==> src/rtl/mem_test_sequencer.sv <==
// Dual-port memory self-test sequencer: writes a data pattern across the address
// range two words per cycle, reads it back, and counts/locates mismatching words.
module mem_test_sequencer #(
  parameter int DATA_W    = 16,
  parameter int ADDR_W    = 10,
  parameter int LAST_ADDR = 2**ADDR_W - 1,
  parameter int RD_LAT    = 1,
  parameter int ERR_W     = 16
) (
  input  logic              clk,
  input  logic              reset,
  input  logic              start,
  input  logic [1:0]        pattern_sel,
  output logic [ADDR_W-1:0] addr1,
  output logic [ADDR_W-1:0] addr2,
  output logic [DATA_W-1:0] din1,
  output logic [DATA_W-1:0] din2,
  output logic              wen1,
  output logic              wen2,
  input  logic [DATA_W-1:0] dout1,
  input  logic [DATA_W-1:0] dout2,
  output logic              busy,
  output logic              done,
  output logic              pass,
  output logic [ERR_W-1:0]  err_count,
  output logic [ADDR_W-1:0] fail_addr
);

  typedef enum logic [2:0] {
    S_IDLE,
    S_WRITE,
    S_READ,
    S_DRAIN,
    S_DONE
  } state_e;

  localparam logic [ADDR_W-1:0] LAST_A     = ADDR_W'(LAST_ADDR);
  localparam logic [1:0]        DRAIN_LAST = 2'(RD_LAT - 1);

  state_e            state_q;
  logic [ADDR_W-1:0] a_q;
  logic [1:0]        pat_q;
  logic [1:0]        drain_q;
  logic              pass_q;
  logic [ERR_W-1:0]  err_q;
  logic [ADDR_W-1:0] fail_q;

  logic [RD_LAT-1:0] vld_q;
  logic [ADDR_W-1:0] dly_addr_q [RD_LAT];

  logic [ADDR_W-1:0] a_p1;
  logic [ADDR_W-1:0] slot_a;
  logic [ADDR_W-1:0] slot_a1;
  logic              slot_vld;
  logic              err1;
  logic              err2;
  logic [ERR_W:0]    err_sum;
  logic [ERR_W-1:0]  err_d;

  function automatic logic [DATA_W-1:0] pat_fn(input logic [1:0] sel,
                                               input logic [ADDR_W-1:0] x);
    logic [DATA_W-1:0] alt;
    for (int i = 0; i < DATA_W; i++) alt[i] = ((i % 2) == 1);
    case (sel)
      2'd0:    return DATA_W'(x);
      2'd1:    return ~DATA_W'(x);
      2'd2:    return x[0] ? ~alt : alt;
      default: return '1;
    endcase
  endfunction

  assign a_p1 = a_q + ADDR_W'(1);

  // Memory-side outputs are a pure decode of the state register and address counter.
  always_comb begin
    // NOTE: every output gets a default first so no path leaves it unassigned (no latch).
    addr1 = '0;
    addr2 = ADDR_W'(1);
    din1  = '0;
    din2  = '0;
    wen1  = 1'b0;
    wen2  = 1'b0;
    if (state_q == S_WRITE || state_q == S_READ) begin
      addr1 = a_q;
      addr2 = a_p1;
    end
    if (state_q == S_WRITE) begin
      wen1 = 1'b1;
      wen2 = 1'b1;
      din1 = pat_fn(pat_q, a_q);
      din2 = pat_fn(pat_q, a_p1);
    end
  end

  assign busy      = (state_q == S_WRITE) || (state_q == S_READ) || (state_q == S_DRAIN);
  assign done      = (state_q == S_DONE);
  assign pass      = pass_q;
  assign err_count = err_q;
  assign fail_addr = fail_q;

  // Compare the read data against the address that produced it RD_LAT cycles ago.
  assign slot_vld = vld_q[RD_LAT-1];
  assign slot_a   = dly_addr_q[RD_LAT-1];
  assign slot_a1  = slot_a + ADDR_W'(1);
  assign err1     = slot_vld && (dout1 != pat_fn(pat_q, slot_a));
  assign err2     = slot_vld && (dout2 != pat_fn(pat_q, slot_a1));
  assign err_sum  = {1'b0, err_q} + (ERR_W+1)'(err1) + (ERR_W+1)'(err2);
  assign err_d    = err_sum[ERR_W] ? '1 : err_sum[ERR_W-1:0];

  always_ff @(posedge clk or negedge reset) begin
    if (!reset) begin
      // NOTE: the delay line is a small register array, so it is reset like any other
      // state; stale valid bits must never survive an aborted run.
      vld_q <= '0;
      for (int i = 0; i < RD_LAT; i++) dly_addr_q[i] <= '0;
    end else begin
      vld_q[0]      <= (state_q == S_READ);
      dly_addr_q[0] <= a_q;
      for (int i = 1; i < RD_LAT; i++) begin
        vld_q[i]      <= vld_q[i-1];
        dly_addr_q[i] <= dly_addr_q[i-1];
      end
    end
  end

  always_ff @(posedge clk or negedge reset) begin
    if (!reset) begin
      state_q <= S_IDLE;
      a_q     <= '0;
      pat_q   <= '0;
      drain_q <= '0;
      pass_q  <= 1'b0;
      err_q   <= '0;
      fail_q  <= '0;
    end else begin
      if (slot_vld) begin
        err_q <= err_d;
        // A zero count means no error has been seen yet in this run; port 1 wins ties.
        if ((err1 || err2) && (err_q == '0)) fail_q <= err1 ? slot_a : slot_a1;
      end

      case (state_q)
        S_IDLE: begin
          if (start) begin
            pat_q   <= pattern_sel;
            err_q   <= '0;
            pass_q  <= 1'b0;
            fail_q  <= '0;
            a_q     <= '0;
            state_q <= S_WRITE;
          end
        end
        S_WRITE: begin
          if (a_p1 == LAST_A) begin
            a_q     <= '0;
            state_q <= S_READ;
          end else begin
            a_q <= a_q + ADDR_W'(2);
          end
        end
        S_READ: begin
          if (a_p1 == LAST_A) begin
            a_q     <= '0;
            drain_q <= '0;
            state_q <= S_DRAIN;
          end else begin
            a_q <= a_q + ADDR_W'(2);
          end
        end
        S_DRAIN: begin
          if (drain_q == DRAIN_LAST) begin
            pass_q  <= (err_d == '0);
            state_q <= S_DONE;
          end else begin
            drain_q <= drain_q + 2'd1;
          end
        end
        S_DONE:  state_q <= S_IDLE;
        default: state_q <= S_IDLE;
      endcase
    end
  end

endmodule
==> config.mk <==
export PLATFORM = sky130hd
export DESIGN_NAME = mem_test_sequencer
export DESIGN_NICKNAME = d
export VERILOG_FILES = /design/src/rtl/mem_test_sequencer.sv
export SDC_FILE = /design/constraint.sdc
export NUM_CORES = 1
export LEC_CHECK = 0
export ABC_AREA = 1
export CAP_MARGIN = 15
export CORE_UTILIZATION = 50
export CTS_BUF_LIST = sky130_fd_sc_hd__clkbuf_2 sky130_fd_sc_hd__clkbuf_4 sky130_fd_sc_hd__clkbuf_8
export DETAILED_ROUTE_END_ITERATION = 10
export GPL_ROUTABILITY_DRIVEN = 0
export GPL_TIMING_DRIVEN = 0
export PLACE_DENSITY = 0.84
export SLEW_MARGIN = 20
export SYNTH_ARGS = -nofsm -noshare
export SYNTH_HDL_FRONTEND = slang
export SYNTH_SLANG_ARGS = --single-unit
==> constraint.sdc <==
create_clock -name clk -period 6.57 [get_ports clk]
set_input_delay 1.314 -clock clk [delete_from_list [all_inputs] [get_ports clk]]
set_output_delay 1.314 -clock clk [all_outputs]
set_load 0.005 [all_outputs]
==> results of run 1 <==
layout make-up:
| type | instances | area, sq um | share of cell area, % |
|---|---|---|---|
| multi-input combinational | 449 | 2150 | 39.7 |
| sequential | 53 | 1330 | 24.5 |
| timing repair buffer | 117 | 1170 | 21.6 |
| inverter | 94 | 353 | 6.52 |
| buffer | 35 | 200 | 3.70 |
| tap | 102 | 128 | 2.36 |
| clock buffer | 6 | 76.3 | 1.41 |
| clock inverter | 2 | 13.8 | 0.254 |
through the flow:
step	cells	utilization, %	setup WS (ps)	instance area, sq um	total power (uW)
after global placement	850	68.5	2160	5320	2020
after floorplan	631	-	2980	4030	1430
final	858	69.7	2360	5410	2280
after detailed placement	850	68.5	2050	5320	2070
after global routing	858	69.7	2000	5410	2480
after CTS	858	69.7	2360	5410	2270
synthesized netlist by cell type:
cell / n
a211oi_1: 2
a21oi_1: 39
a22o_1: 1
a22oi_1: 1
a31oi_1: 12
buf_2: 7
buf_4: 16
clkbuf_1: 12
clkinv_1: 1
conb_1: 2
dfrtp_1: 53
fa_1: 1
ha_1: 7
inv_1: 92
inv_2: 1
nand2_1: 156
nand3_1: 42
nand3b_1: 4
nand4_1: 12
nor2_1: 96
nor2_2: 1
nor3_1: 16
nor3b_2: 1
nor4_1: 3
o211ai_1: 3
o21ai_0: 25
o21bai_1: 4
o221ai_1: 6
o31ai_1: 1
o32ai_1: 1
or2_2: 4
xnor2_1: 2
xor2_1: 7
cell families (layout without fill, tap and decap cells):
kind of cell | after synthesis | count (layout) | synth area share, %
compound gates | 95 | 95 | 13.6
xor+xnor | 9 | 9 | 1.96
fa+ha+maj | 8 | 8 | 2.67
buf+inv | 129 | 254 | 13.7
flops | 53 | 53 | 32.9
other cells | 2 | 2 | 0.187
simple gates | 335 | 335 | 34.9
registers in the layout, summed over array words and instances, names as in the netlist:
| register | count |
|---|---|
| pat_q | 2 |
| err_count | 16 |
| state_q | 3 |
| dly_addr_q | 9 |
| drain_q | 2 |
| pass | 1 |
| a_q | 9 |
| slot_vld | 1 |
| fail_addr | 10 |
final timing paths:
path	from	to	slack (ps)	depth (start not counted)
min in group asynchronous	reset	fail_addr[2]	1020	1
setup / recovery	dout2[13]	pass	2360	19
setup reg to reg	pat_q[0]	err_count[14]	2800	23
hold / removal	a_q[4]	dly_addr_q[4]	410	0
hold reg to reg	a_q[4]	dly_addr_q[4]	410	0
max in group asynchronous	reset	dly_addr_q[2]	5090	1
layer usage:
layer  track usage (%)  routed length (um)  vias up
li1                  -                   -     2257
met1              39.0                5030     2130
met2              47.9                5760      241
met3              2.99                 864       16
met4              7.03                 189        0
met5                 0                   0        -
where the power goes:
| group | switching [uW] | leakage [uW] | internal, uW |
|---|---|---|---|
| Sequential | 126 | 0.000702 | 415 |
| Clock | 109 | 0.0000490 | 80.4 |
| Combinational | 847 | 0.00189 | 706 |
| Total | 1080 | 0.00265 | 1200 |
==> flow_summary.toml, run 1 <==
[yosys]
synth.net_count = 676
yosys.area.top_type = "dfrtp_1"
synth_cell_type_count = 33
synth-seq-cells = 53
ys_seq_area_share_pct = 32.9
syn_area_sq_mm = 0.00403
synth_top_area_share_pct = 32.9
postSynthCellCount = 631
yosys_warnings = 0
synthTopCellsByArea = "dfrtp_1 33%, nand2_1 15%, nor2_1 9.0%"
syn-mean-instance-area_sq_um = 6.38

[critical_path]
endpoint_kind = "register"
critPathArrivalTime_ps = 4440
worst_ep_required_time_ps = 6800
max_stage_delay_ps = 430
crit_path_top_delay_cell = "fa_1"
path_class = "in2reg"
worstPathCellList = "clkdlybuf4s50_1, or2_2, nand2_1, nand2_1, nor2_1, nand2_1, nor3_1, nand2_1, nand2_1, inv_1, fa_1, ha_1, nand2_1, nor3_1, nand3_1, o21ai_0, nor3_1, nand3_1, o21ai_0"
start_kind = "input port"
crit_fanout = 6
cp_num_buf_inv = 2
cp_top_family = "simple AND/OR/NAND/NOR gates"
crit_top_cell = "nand2_1"

[cts]
clk_pin_slew_ps = 100
cts_resized = 0
postCtsSetupBuffers = 0
cts_tree = "built"
cts.sinks = 53
cts_max_level = 2
clkLatencyLatePin_ps = 310
hold_buffers = 0
cts-buffers-inserted = 5
cts_root_buf = "clkbuf_8"
clk_path_buf_depth = 2

[global_route]
antenna_found_initial = 0
grt_max_degree = 54
grt_pass1_wl_mm = 19.6
grtUsageTotal_pct = 28.3
grt_overflow = 0
grt_pass1_vias = 4230

[detailed_routing]
wl_per_cell_um = 13.8
viasPerCell = 5.41
wl_mm = 11.8
postRouteAntennaNets = 0
dr.pass1.iters = 5
drtIter0Drc = 435
drcViolationCount = 0
vias = 4644

[cells_and_area]
fill_cells = 705
mostFrequentLayoutCells = "156 x nand2_1, 116 x clkdlybuf4s50_1, 96 x nor2_1"
layout_commonest_cell = "nand2_1"
fin_nets = 800
layout-area-overhead-vs-synth_pct = 34.4
antennaDiodeCount = 0
drive_above_1_share_pct = 5.16

[die]
dieArea_sq_mm = 0.00841
core.rowCount = 32
io_pins = 120
die_w_um = 91.7
coreArea_sq_mm = 0.00777
die_h_um = 91.7
start_util_pct = 51.8

[sta]
clock_skew_ps = 15.4
clock.fmax_mhz = 237
fin_crit_sh_pct = 64.2
tns_ps = 0
slew_viol_final = 0
hold_viol = 0
report.final.setup_viol = 0
slew-limit-headroom_pct = 56.1
hold_ws_ps = 411
rsz0062_at_grt = "false"
worst_pin_slew_ps = 659
period_needed_ps = 4210

[pwr]
p_per_area_mw_per_mm2 = 422
ir_worst_vdd_v = 0.000258
leakagePower_uw = 0.00265

[run]
maxCapViolations = 0

[placed_design]
port_buffers = 117
dp_hpwl_mm = 9.20

[outcome]
status = "finished, final reports clean"

[min_path]
hold_class = "reg2reg"
Note: power is estimated with default switching activity, not from simulation.
==> run 2, diff against run 1 <==
--- a/config.mk
+++ b/config.mk
@@ -7,12 +7,12 @@
 export LEC_CHECK = 0
 export ABC_AREA = 1
 export CAP_MARGIN = 15
-export CORE_UTILIZATION = 50
+export CORE_UTILIZATION = 45
 export CTS_BUF_LIST = sky130_fd_sc_hd__clkbuf_2 sky130_fd_sc_hd__clkbuf_4 sky130_fd_sc_hd__clkbuf_8
 export DETAILED_ROUTE_END_ITERATION = 10
 export GPL_ROUTABILITY_DRIVEN = 0
 export GPL_TIMING_DRIVEN = 0
-export PLACE_DENSITY = 0.84
+export PLACE_DENSITY = 0.8
 export SLEW_MARGIN = 20
 export SYNTH_ARGS = -nofsm -noshare
 export SYNTH_HDL_FRONTEND = slang
==> constraint.sdc (replaced) <==
create_clock -name clk -period 3.7 [get_ports clk]
set_input_delay 0.74 -clock clk [delete_from_list [all_inputs] [get_ports clk]]
set_output_delay 0.74 -clock clk [all_outputs]
set_load 0.005 [all_outputs]
==> flow_summary.toml, run 2 (same netlist as run 1, synthesis figures left out) <==
[outcome]
status = "finished, final reports clean"

[pwr]
leakagePower_uw = 0.00267
power.internal_uw = 2250
power_frac_comb_pct = 67.4
p_sw_share_pct = 46.3
p_per_area_mw_per_mm2 = 757
clkPwrFrac_pct = 9.7
total_power_uw = 4190
ir_worst_vdd_v = 0.000398
power.switching_uw = 1940
power.share.sequential_pct = 22.9

[cts]
cts_root_buf = "clkbuf_8"
cts_tree = "built"
cts-buffers-inserted = 5
clkLatencyLatePin_ps = 300
cts_max_level = 2
hold_buffers = 0
clk_path_buf_depth = 2
clk_pin_slew_ps = 100
cts.sinks = 53

[run]
maxCapViolations = 0

[global_route]
grt_max_degree = 54
grt_pass1_vias = 4172
antenna_found_initial = 0
grt_overflow = 0
grt_pass1_wl_mm = 18.6
grtUsageTotal_pct = 25.0

[detailed_routing]
dr.pass1.iters = 5
drtIter0Drc = 324
viasPerCell = 5.26
drcViolationCount = 0
vias = 4559
wl_mm = 11.8
postRouteAntennaNets = 0
wl_per_cell_um = 13.6

[placed_design]
port_buffers = 117
place_ws_ps = -235
dp.cells = 856
dp_hpwl_mm = 9.03

[sta]
hold_ws_ps = 428
clock.fmax_mhz = 279
clock_skew_ps = 7.51
hold_viol = 0
fin_ws_ps = 114
worst_pin_slew_ps = 668
period_needed_ps = 3590
tns_ps = 0
slew-limit-headroom_pct = 55.5
report.final.setup_viol = 0
fin_crit_sh_pct = 96.9
slew_viol_final = 0
rsz0062_at_grt = "true"

[cells_and_area]
mostFrequentLayoutCells = "153 x nand2_1, 116 x clkdlybuf4s50_1, 93 x nor2_1"
register_area_sq_mm = 0.00133
fill_cells = 781
largest_reg_flops = 16
layout_commonest_cell = "nand2_1"
layout-area-overhead-vs-synth_pct = 37.6
fin_nets = 803
antennaDiodeCount = 0
instances_no_fill = 867
drive_above_1_share_pct = 7.38
multi_input_area_sq_mm = 0.00221

[critical_path]
crit_fanout = 6
critPathArrivalTime_ps = 3810
start_kind = "input port"
worst_ep_required_time_ps = 3930
endpoint_kind = "register"
path_class = "in2reg"

[die]
die_w_um = 96.6
die_h_um = 96.6
io_pins = 120
coreArea_sq_mm = 0.00868
dieArea_sq_mm = 0.00933
core.rowCount = 34
start_util_pct = 46.4

[min_path]
hold_class = "reg2reg"
run 2: cell count changes in the layout (fill, tap and decap cells not counted), sizes merged:
cell,previous run,this run
buf,24,27
bufinv,0,1
clkbuf,18,17
run 2: path summary, 6_finish.rpt:
kind	endpoint	from	slack, ps	cells past startpoint
setup / recovery	pass	dout2[13]	110	19
hold / removal	dly_addr_q[4]	a_q[4]	430	0
setup reg to reg	pass	pat_q[1]	130	22
hold reg to reg	dly_addr_q[4]	a_q[4]	430	0
max in group asynchronous	state_q[2]	reset	2790	1
min in group asynchronous	err_count[6]	reset	450	1
run 2: layout make-up:
class                   count  share of cell area [%]
repair buffers            120                    21.5
inverters                  94                    6.37
flip-flops and latches     53                    23.9
clock inverters             3                   0.904
clock buffers               5                    1.24
multi-input cells         449                    39.9
plain buffers              35                    3.73
well taps                 108                    2.44
run 2: metal layers:
layer	share of wire, %	vias up	GRT usage, %	routed length (um)
met5	0	-	0	0
met3	7.2	18	4.15	852
li1	-	2266	-	-
met1	42	2075	33.3	4970
met2	49	200	41.8	5810
met4	1.5	0	7.23	180
run 2: timing repair:
item	in CTS	in global routing
endpoints found under the hold margin	0	0
pin swaps	0	2
endpoints found under the setup margin	1	15
setup buffers	0	3
gates resized for setup	1	21
run 2: worst max-delay path: stages:
cell	delay (ps)
clkdlybuf4s50_1	420
or2_2	310
nand2_1	70
nand2_1	50
nor2_1	120
nand2_1	80
nor3_2	100
nand2_1	90
nand2_1	80
inv_1	70
fa_1	420
ha_1	230
nand2_2	120
nor3_2	80
nand3_1	210
o21ai_0	170
nor3_1	190
nand3_1	110
o21ai_0	160
run 2: per-stage QoR:
step | util (%) | cell area [sq um]
final | 63.8 | 5540
after global routing | 63.8 | 5540
after CTS | 62.8 | 5450
after detailed placement | 61.4 | 5330
after global placement | 61.4 | 5330
after floorplan | - | 4030
run 2: power by group through the flow:
stage	clock network [uW]	logic (uW)	registers [uW]
after floorplan	0	1630	906
after global placement	0	2640	956
after detailed placement	0	2710	960
after CTS	418	2730	949
after global routing	442	3160	982
final	408	2820	960
